==> src/rtl/mem_access_unit.sv <==
// Memory stage: drives word loads/stores over a req/ack data port, stalls
// upstream stages while an access is outstanding, aborts on timeout and owns
// the MEM/WB pipeline register.
module mem_access_unit #(
    parameter int unsigned DMEM_TIMEOUT = 16
) (
    input  logic        clk,
    input  logic        rst_n,
    input  logic [31:0] EX_MEM_ALU_result,
    input  logic [31:0] EX_MEM_rs2_data,
    input  logic [4:0]  EX_MEM_rd,
    input  logic        EX_MEM_memread,
    input  logic        EX_MEM_memwrite,
    input  logic        EX_MEM_memtoreg,
    input  logic        EX_MEM_regwrite,
    output logic        dmem_req,
    output logic        dmem_we,
    output logic [31:0] dmem_addr,
    output logic [31:0] dmem_wdata,
    input  logic [31:0] dmem_rdata,
    input  logic        dmem_ack,
    output logic        MEM_stall,
    output logic        MEM_fault,
    output logic [4:0]  MEM_WB_rd,
    output logic [31:0] MEM_WB_result,
    output logic        MEM_WB_regwrite
);

    localparam int unsigned CntWidth = (DMEM_TIMEOUT > 1) ? $clog2(DMEM_TIMEOUT) : 1;
    localparam logic [CntWidth-1:0] CntLast = CntWidth'(DMEM_TIMEOUT - 1);

    typedef enum logic [0:0] {StIdle, StBusy} state_e;

    state_e              state_q, state_d;
    logic [CntWidth-1:0] cnt_q, cnt_d;
    logic                req_q, req_d;
    logic                we_q, we_d;
    logic [31:0]         addr_q, addr_d;
    logic [31:0]         wdata_q, wdata_d;
    logic                fault_q, fault_d;
    logic [4:0]          wb_rd_q, wb_rd_d;
    logic [31:0]         wb_result_q, wb_result_d;
    logic                wb_regwrite_q, wb_regwrite_d;
    logic                stall;

    logic access;
    logic aligned;
    logic is_load;
    logic rd_writes;

    assign access    = EX_MEM_memread | EX_MEM_memwrite;
    assign aligned   = (EX_MEM_ALU_result[1:0] == 2'b00);
    // Read+write together is treated as a store, so it never selects load data.
    assign is_load   = EX_MEM_memread & ~EX_MEM_memwrite;
    // x0 is never written back.
    assign rd_writes = EX_MEM_regwrite & (EX_MEM_rd != 5'd0);

    // Next-state, port request and MEM/WB update logic.
    always_comb begin
        state_d       = state_q;
        cnt_d         = cnt_q;
        req_d         = req_q;
        we_d          = we_q;
        addr_d        = addr_q;
        wdata_d       = wdata_q;
        fault_d       = 1'b0;
        wb_rd_d       = wb_rd_q;
        wb_result_d   = wb_result_q;
        wb_regwrite_d = 1'b0;
        stall         = 1'b0;

        case (state_q)
            StIdle: begin
                if (access && aligned) begin
                    req_d   = 1'b1;
                    we_d    = EX_MEM_memwrite;
                    addr_d  = EX_MEM_ALU_result;
                    wdata_d = EX_MEM_rs2_data;
                    cnt_d   = '0;
                    stall   = 1'b1;
                    state_d = StBusy;
                end else if (access) begin
                    // Misaligned: retire as a bubble and flag the fault.
                    fault_d     = 1'b1;
                    wb_rd_d     = EX_MEM_rd;
                    wb_result_d = EX_MEM_ALU_result;
                end else begin
                    wb_rd_d       = EX_MEM_rd;
                    wb_result_d   = EX_MEM_ALU_result;
                    wb_regwrite_d = rd_writes;
                end
            end
            StBusy: begin
                if (dmem_ack) begin
                    req_d         = 1'b0;
                    cnt_d         = '0;
                    wb_rd_d       = EX_MEM_rd;
                    wb_result_d   = (EX_MEM_memtoreg && is_load) ? dmem_rdata
                                                                 : EX_MEM_ALU_result;
                    wb_regwrite_d = rd_writes;
                    state_d       = StIdle;
                end else if (cnt_q == CntLast) begin
                    // No ack in time: drop the request and retire as a bubble.
                    req_d   = 1'b0;
                    cnt_d   = '0;
                    fault_d = 1'b1;
                    state_d = StIdle;
                end else begin
                    cnt_d = cnt_q + CntWidth'(1);
                    stall = 1'b1;
                end
            end
            default: begin
                state_d = StIdle;
            end
        endcase
    end

    // State and output registers; reset abandons any outstanding request.
    always_ff @(posedge clk or negedge rst_n) begin
        if (!rst_n) begin
            state_q       <= StIdle;
            cnt_q         <= '0;
            req_q         <= 1'b0;
            we_q          <= 1'b0;
            addr_q        <= '0;
            wdata_q       <= '0;
            fault_q       <= 1'b0;
            wb_rd_q       <= '0;
            wb_result_q   <= '0;
            wb_regwrite_q <= 1'b0;
        end else begin
            state_q       <= state_d;
            cnt_q         <= cnt_d;
            req_q         <= req_d;
            we_q          <= we_d;
            addr_q        <= addr_d;
            wdata_q       <= wdata_d;
            fault_q       <= fault_d;
            wb_rd_q       <= wb_rd_d;
            wb_result_q   <= wb_result_d;
            wb_regwrite_q <= wb_regwrite_d;
        end
    end

    assign dmem_req        = req_q;
    assign dmem_we         = we_q;
    assign dmem_addr       = addr_q;
    assign dmem_wdata      = wdata_q;
    assign MEM_fault       = fault_q;
    assign MEM_WB_rd       = wb_rd_q;
    assign MEM_WB_result   = wb_result_q;
    assign MEM_WB_regwrite = wb_regwrite_q;
    assign MEM_stall       = stall;

endmodule
==> config.mk <==
export PLATFORM = sky130hd
export DESIGN_NAME = mem_access_unit
export DESIGN_NICKNAME = d
export VERILOG_FILES = /design/src/rtl/mem_access_unit.sv
export SDC_FILE = /design/constraint.sdc
export NUM_CORES = 1
export LEC_CHECK = 0
export CORE_ASPECT_RATIO = 1.75
export CORE_MARGIN = 4
export CORE_UTILIZATION = 45
export CTS_CLUSTER_SIZE = 16
export DETAILED_ROUTE_END_ITERATION = 12
export HOLD_SLACK_MARGIN = 0.12
export PLACE_DENSITY = 0.84
export SLEW_MARGIN = 0
export SYNTH_ARGS = -nofsm -noshare
export SYNTH_HDL_FRONTEND = slang
export SYNTH_SLANG_ARGS = --single-unit
==> constraint.sdc <==
create_clock -name clk -period 2.8 [get_ports clk]
set_input_delay 0.42 -clock clk [delete_from_list [all_inputs] [get_ports clk]]
set_output_delay 0.42 -clock clk [all_outputs]
set_load 0.03 [all_outputs]
## Word-level counts from Yosys, hierarchy flattened

Cells that the tools add are included.

- Logic and storage cells: 56
- RAM bits: 0
- Memory bits (read-only): 0
- Latch bits: 0
- Input bits: 108
- Memories: 0
- Output and inout bits: 106
- Flip-flop bits (word level): 110

- Muxes and demuxes: 28
- Shifts and indexed selects: 0
- Bitwise operators: 5
- $mul: 0
- Equality and inequality tests: 5
- Add/subtract/negate cells: 1
- Reductions and logical operators: 7
- Divide/modulo/power cells: 0
- $lt $le $gt $ge: 0

Operator list:

| kind | count |
|---|---|
| 32-bit 2-to-1 mux | 3 |
| 32-bit case mux with 2 select lines | 1 |
| 1-bit 2-to-1 mux | 13 |
| 4-bit 2-to-1 mux | 3 |
| 5-bit 2-to-1 mux | 2 |
| 5-bit case mux with 2 select lines | 1 |
| 1-bit case mux with 2 select lines | 4 |
| 4-bit case mux with 2 select lines | 1 |
| 2-bit inequality test (second input constant) | 3 |
| 2-bit AND reduction | 3 |
| 5-bit nonzero test | 1 |
| 4-bit by 1-bit adder with 4-bit output (second input constant) | 1 |
| 4-bit == test (second input constant) | 1 |
| 3-bit by 2-bit inequality test with 1-bit output (second input constant) | 1 |
| 1-bit AND | 2 |
| 1-bit logical AND | 2 |
| 2-bit logical NOT | 1 |
| 1-bit inverter | 2 |
| 1-bit OR | 1 |

## Logic depth before layout (Yosys ltp)

Gate-level depths: netlist (run 1).

- Depth in word-level cells: 6
- Gate-level depth with buffers: 7

## Worst setup path before layout (run 1)

Ideal clock, no wire load.

- Path type: input to output
- Start: input EX_MEM_memwrite
- End: output MEM_stall
- Arrival: 1595 ps
- Path slack: 785 ps
- Stages: 6
- Path buffers: 3
- Cell sequence: or2_4 -> and3_1 -> clkbuf_2 -> buf_6 -> buf_6 -> or2_2

- Word-level cells in the longest chain between the ends: 4

RTL lines:

| item | line | source |
|---|---|---|
| start, declared | 13 | `input logic EX_MEM_memwrite,` |
| 1-bit OR | 51 | `assign access = EX_MEM_memread \| EX_MEM_memwrite;` |
| 1-bit logical AND | 74 | `if (access && aligned) begin` |
| 1-bit 2-to-1 mux | 74 |  |
| 1-bit case mux with 2 select lines | 72 | `case (state_q)` |
| end, declared | 22 | `output logic MEM_stall,` |

No other way between the ends.

## Worst setup path after layout (run 1)

Ends and elaborated chain as after synthesis.

==> results.tsv, run 1 <==
metric	value	unit
outcome	complete, no violations	
hold_sp	dmem_req	
cell count after synthesis	289	
r2r setup slk	960	ps
worst slew pin tran	600	ps
CP Data Arrival Time	1870	ps
antenna-violating nets left	0	
Initial Util	45.9	%
RR Endpoint	MEM_WB_result[31]	
critical path's largest stage delay	480	ps
largest net degree at the start of global routing	65	
worst r2r src	state_q	
Crit Path Max Fanout	5	
Avg Vias per Cell	5.08	
CP endpoint kind	primary output	
Final Critical Period	2290	ps
Clock Latency Late Sink	340	ps
clk_skew	8.55	ps
Synth Register Bits	110	
Sink Count	110	
fin crit share	81.8	%
Die Area	12200	sq um
worst hold margin	483	ps
layout cells sized above 1	31.6	%
DR WL/cell	19.7	microns
placer congestion estimate	0.821	
HPWL Detailed	9560	microns
TNS Setup	0	ps
H-tree depth	3	
residual DRC count	0	
RSZ-0062 raised after global routing	no	
synthesized area per cell	16.2	sq um
relative slew slack	60.0	%
Overall Power	5.31	mW
Final setup viols	0	
initial antenna violation count	0	
Hold Vio Cnt, Final	0	
PortBufs	213	
TritonCTS clock tree	built	
GRT overflow	0	
Core Region	10200	sq um
final wirelength	12500	microns
Yosys cell types	29	
vias in the first global route	3682	
area delta synth->final	55.0	%
critical-path cell list	clkdlybuf4s50_1, or2_4, and3_4, or2_2, buf_12	
Startpoint Class	input port	
hold path endpoint	dmem_req	
CP required	2380	ps
Max Clk Rate	0.437	GHz
Hold Crit Class	reg2reg	
number of cells on the worst hold path	1	
Pre-antenna DRT Iters	5	
die width	85.2	microns
I/O Pins	214	
CTS Root Cell	clkbuf_16	
Clock Tree Buf Depth	2	
Detailed Route Iter0 Violations	101	
cts repair resizes	0	
post-synthesis sequential area ratio	58.6	%
pwr/cell area	730	nW/um^2
die boundary height	143	microns
Placed Cells	620	
GRT Total Usage	20.9	%
Vias	3234	
# Max-Cap Violations	0	
final cell count without fillers	637	
Num CTS Buffers	9	
CP max-delay cell	clkdlybuf4s50_1	
synth warn	0	
crit path kind	in2out	
Row Count	49	
Peak VDD IR	0.000446	V
Antenna diodes	0	
first-pass GRT wire length	19700	microns
Cell Area, Synth	4700	sq um
Final Max Tran Viols	0	
Clk pin slew, worst setup/hold paths	70	ps
Setup WS pre-CTS	439	ps
syn_nets	398	
Final nets	614	
Reg2Reg Depth	4	
Leakage	3.06	nW
setup bufs post-CTS	0	
final worst setup slack	510	ps
flip-flops by register name, indices dropped and copies added (netlist names):
name             cells
cnt_q                4
dmem_we              1
MEM_WB_regwrite      1
dmem_req             1
dmem_addr           32
state_q              1
MEM_fault            1
dmem_wdata          32
MEM_WB_result       32
MEM_WB_rd            5
cells by family after synthesis:
logic type | Yosys count | synth area share [%]
flip-flops | 110 | 58.6
XOR/XNOR | 1 | 0.187
buffers and inverters | 16 | 2.61
AND/OR/NAND/NOR | 19 | 2.58
AO/OA/AOI/OAI | 9 | 1.76
adder cells (fa/ha/maj) | 1 | 0.266
multiplexers | 133 | 34.0
worst max-delay path: cells and delay by family:
kind                   cells  cell delay (ps)
AND/OR/NAND/NOR            3              810
buffers and inverters      2              630
per-stage QoR:
stage          utilization (%)  area, sq um
3_3_place_gp              68.0         6960
2_1_floorplan                -         4700
3_5_place_dp              68.0         6960
4_1_cts                   71.1         7280
5_1_grt                   71.1         7280
6_report                  71.1         7280
power breakdown:
part           total [mW]  leakage [nW]  internal, mW  switching, mW
logic                1.95          1.60         0.968          0.980
registers            2.05          1.31          1.89          0.165
clock network        1.31         0.149         0.726          0.585
worst max-delay path by stage:
stage,from,to,depth (start not counted)
2_1_floorplan,EX_MEM_memwrite,MEM_stall,6
5_1_grt,dmem_ack,MEM_stall,5
3_5_place_dp,EX_MEM_ALU_result[0],dmem_addr[5],5
6_report,EX_MEM_memwrite,MEM_stall,5
4_1_cts,dmem_ack,MEM_stall,5
3_3_place_gp,EX_MEM_ALU_result[0],dmem_addr[10],5
cells in the final DEF, fill, tap and decap left out, types with 2 or more instances in the layout:
master	count
dfrtp_1	110
a21o_1	2
and2_1	2
inv_6	2
nor2b_1	2
mux2_2	106
mux2_4	26
nor2_1	3
buf_12	4
clkdlybuf4s50_1	211
clkbuf_16	9
a22o_1	2
a21oi_1	2
nor3_1	2
nand3_1	2
buf_4	4
cell type report:
cell class,instances,area [sq um]
clock buffer,10,239
clock inverter,6,68.8
fill,715,2960
inverter,1,3.75
multi-input combinational,163,1830
sequential,110,2750
tap,127,159
timing repair buffer,220,2230
metal layers:
layer / GRT usage [%] / vias up / wire, microns
li1: - / 1462 / -
met1: 22.9 / 1631 / 4380
met2: 38.4 / 114 / 7000
met3: 3.52 / 27 / 629
met4: 10.0 / 0 / 518
met5: 0 / - / 0
synth_stat cells:
master / number / area share [%]
nor3_1: 2 / 0.21
ha_1: 1 / 0.27
or4_1: 1 / 0.16
and3_1: 1 / 0.13
and2b_1: 1 / 0.16
a31oi_4: 1 / 0.45
nand2b_1: 1 / 0.13
nand4b_2: 1 / 0.32
or2_2: 1 / 0.13
mux2_4: 26 / 8.3
and2_1: 2 / 0.27
a21o_1: 2 / 0.32
o32ai_1: 1 / 0.19
a22o_1: 2 / 0.37
a221o_1: 1 / 0.21
nor3b_1: 1 / 0.16
dfrtp_1: 110 / 59
inv_1: 1 / 0.080
mux2_1: 1 / 0.24
nor2b_1: 2 / 0.27
xor2_1: 1 / 0.19
buf_6: 7 / 1.7
nand3_1: 2 / 0.21
nor2_1: 3 / 0.24
buf_2: 7 / 0.75
clkbuf_2: 1 / 0.11
a21oi_1: 2 / 0.21
mux2_2: 106 / 25
or2_4: 1 / 0.19
timing repair:
| item | CTS | global route |
|---|---|---|
| setup endpoints to repair | 0 | 0 |
| hold endpoints to repair | 39 | 0 |
| hold buffers | 1 | 0 |
Note: power is estimated with default switching activity, not from simulation.
==> run 2: changes to the inputs <==
- CORE_UTILIZATION: 45 -> 38
- PLACE_DENSITY: 0.84 -> 0.75
- clock period: 2.8 -> 2 ns (I/O delays scaled with it)
==> results.tsv, run 2 (synthesis gave the netlist of run 1 again) <==
metric	value	unit
Detailed Route Iter0 Violations	51	
most common cell after layout, fill and taps aside	clkdlybuf4s50_1	
Sink Count	110	
placer congestion estimate	0.736	
Avg Vias per Cell	4.73	
pwr/cell area	986	nW/um^2
Leakage	3.14	nW
Max Clk Rate	0.514	GHz
fin crit share	97.4	%
largest net degree at the start of global routing	48	
Final Critical Period	1950	ps
CP delay by family, top	simple AND/OR/NAND/NOR gates	
antenna-violating nets left	0	
# Max-Cap Violations	0	
H-tree depth	3	
layout cells sized above 1	33.8	%
residual DRC count	0	
CTS Root Cell	clkbuf_16	
initial antenna violation count	0	
Reg area	2750	sq um
clk_skew	4.65	ps
Die Area	14300	sq um
CP required	1700	ps
GRT Total Usage	17.4	%
CP max-delay cell	dfrtp_1	
CP Data Arrival Time	1650	ps
TritonCTS clock tree	built	
area delta synth->final	59.1	%
Vias	3254	
final wirelength	12400	microns
Row Count	53	
worst slew pin tran	440	ps
commonest cells after routing, fill and taps aside	clkdlybuf4s50_1, dfrtp_1, mux2_2, mux2_4, buf_4	
die boundary height	155	microns
Clock Tree Buf Depth	2	
critical path's largest stage delay	370	ps
Pre-antenna DRT Iters	4	
Multi-input gate area	1830	sq um
Initial Util	38.9	%
vias in the first global route	3621	
Final setup viols	0	
I/O Pins	214	
Clock Latency Late Sink	330	ps
Startpoint Class	register	
Cell Area, Placed	7140	sq um
Worst setup startpoint	cnt_q[0]	
GRT overflow	0	
crit path kind	reg2out	
first-pass GRT wire length	19400	microns
Finished Cell Area	7470	sq um
Crit Path Max Fanout	3	
CP Buf/Inv Count	1	
HPWL Detailed	9510	microns
PortBufs	213	
Overall Power	7.37	mW
Core Region	12100	sq um
Fillers	981	
relative slew slack	70.7	%
Clk pin slew, worst setup/hold paths	70	ps
worst r2r src	state_q	
Antenna diodes	0	
TNS Setup	0	ps
Hold Vio Cnt, Final	0	
Peak VDD IR	0.000489	V
DR WL/cell	18.1	microns
CP endpoint kind	primary output	
Hold Crit Class	in2async	
critical-path cell list	ha_2, nand3_2, and2_1, or2_2, buf_12	
die width	92.0	microns
Num CTS Buffers	9	
Final Max Tran Viols	0	
outcome	complete, no violations	
Final nets	629	
run 2: area by class of cell:
class / instances / share of cell area (%)
Clock buffer: 10 / 3.06
Clock inverter: 4 / 0.670
Inverter: 1 / 0.0502
Multi-Input combinational cell: 163 / 24.5
Sequential cell: 110 / 36.9
Tap cell: 165 / 2.76
Timing Repair Buffer: 235 / 32.0
run 2: path summary, 6_finish.rpt:
check | endpoint | slack [ps] | cells past startpoint
max in group asynchronous | MEM_WB_rd[3] | 940 | 3
min in group clk | MEM_fault | 450 | 4
max reg2reg | MEM_WB_result[24] | 300 | 5
max | MEM_stall | 50 | 5
min | dmem_addr[5] | 450 | 2
min reg2reg | dmem_req | 480 | 1
run 2: report_power, final:
| part | internal (mW) | leakage (nW) | switching, mW |
|---|---|---|---|
| logic | 1.40 | 1.71 | 1.39 |
| registers | 2.65 | 1.31 | 0.229 |
| clock network | 0.956 | 0.130 | 0.751 |
| total | 5.00 | 3.14 | 2.37 |
run 2: through the flow:
| step | hold WS (ps) | std cells | setup WS [ps] | util (%) |
|---|---|---|---|---|
| after floorplan | 4.41 | 289 | 225 | - |
| after global placement | 266 | 668 | -108 | 59.1 |
| after detailed placement | 270 | 668 | -120 | 59.1 |
| after CTS | 447 | 687 | 2.06 | 61.8 |
| after global routing | 472 | 688 | -26.4 | 61.9 |
| final | 446 | 688 | 52.7 | 61.9 |
run 2: timing repair:
item	4_1_cts	5_1_grt
resized for setup	5	2
setup buffers	4	1
endpoints found under the hold margin	28	0
setup endpoints to repair	1	1
hold buffers	1	0
run 2: layer usage:
metal / wire length (microns) / global-route usage (%) / part of all wire, %
met1: 4290 / 18.7 / 35
met2: 7050 / 32.2 / 57
met3: 804 / 4.60 / 6.5
met4: 272 / 6.38 / 2.2
met5: 0 / 0 / 0
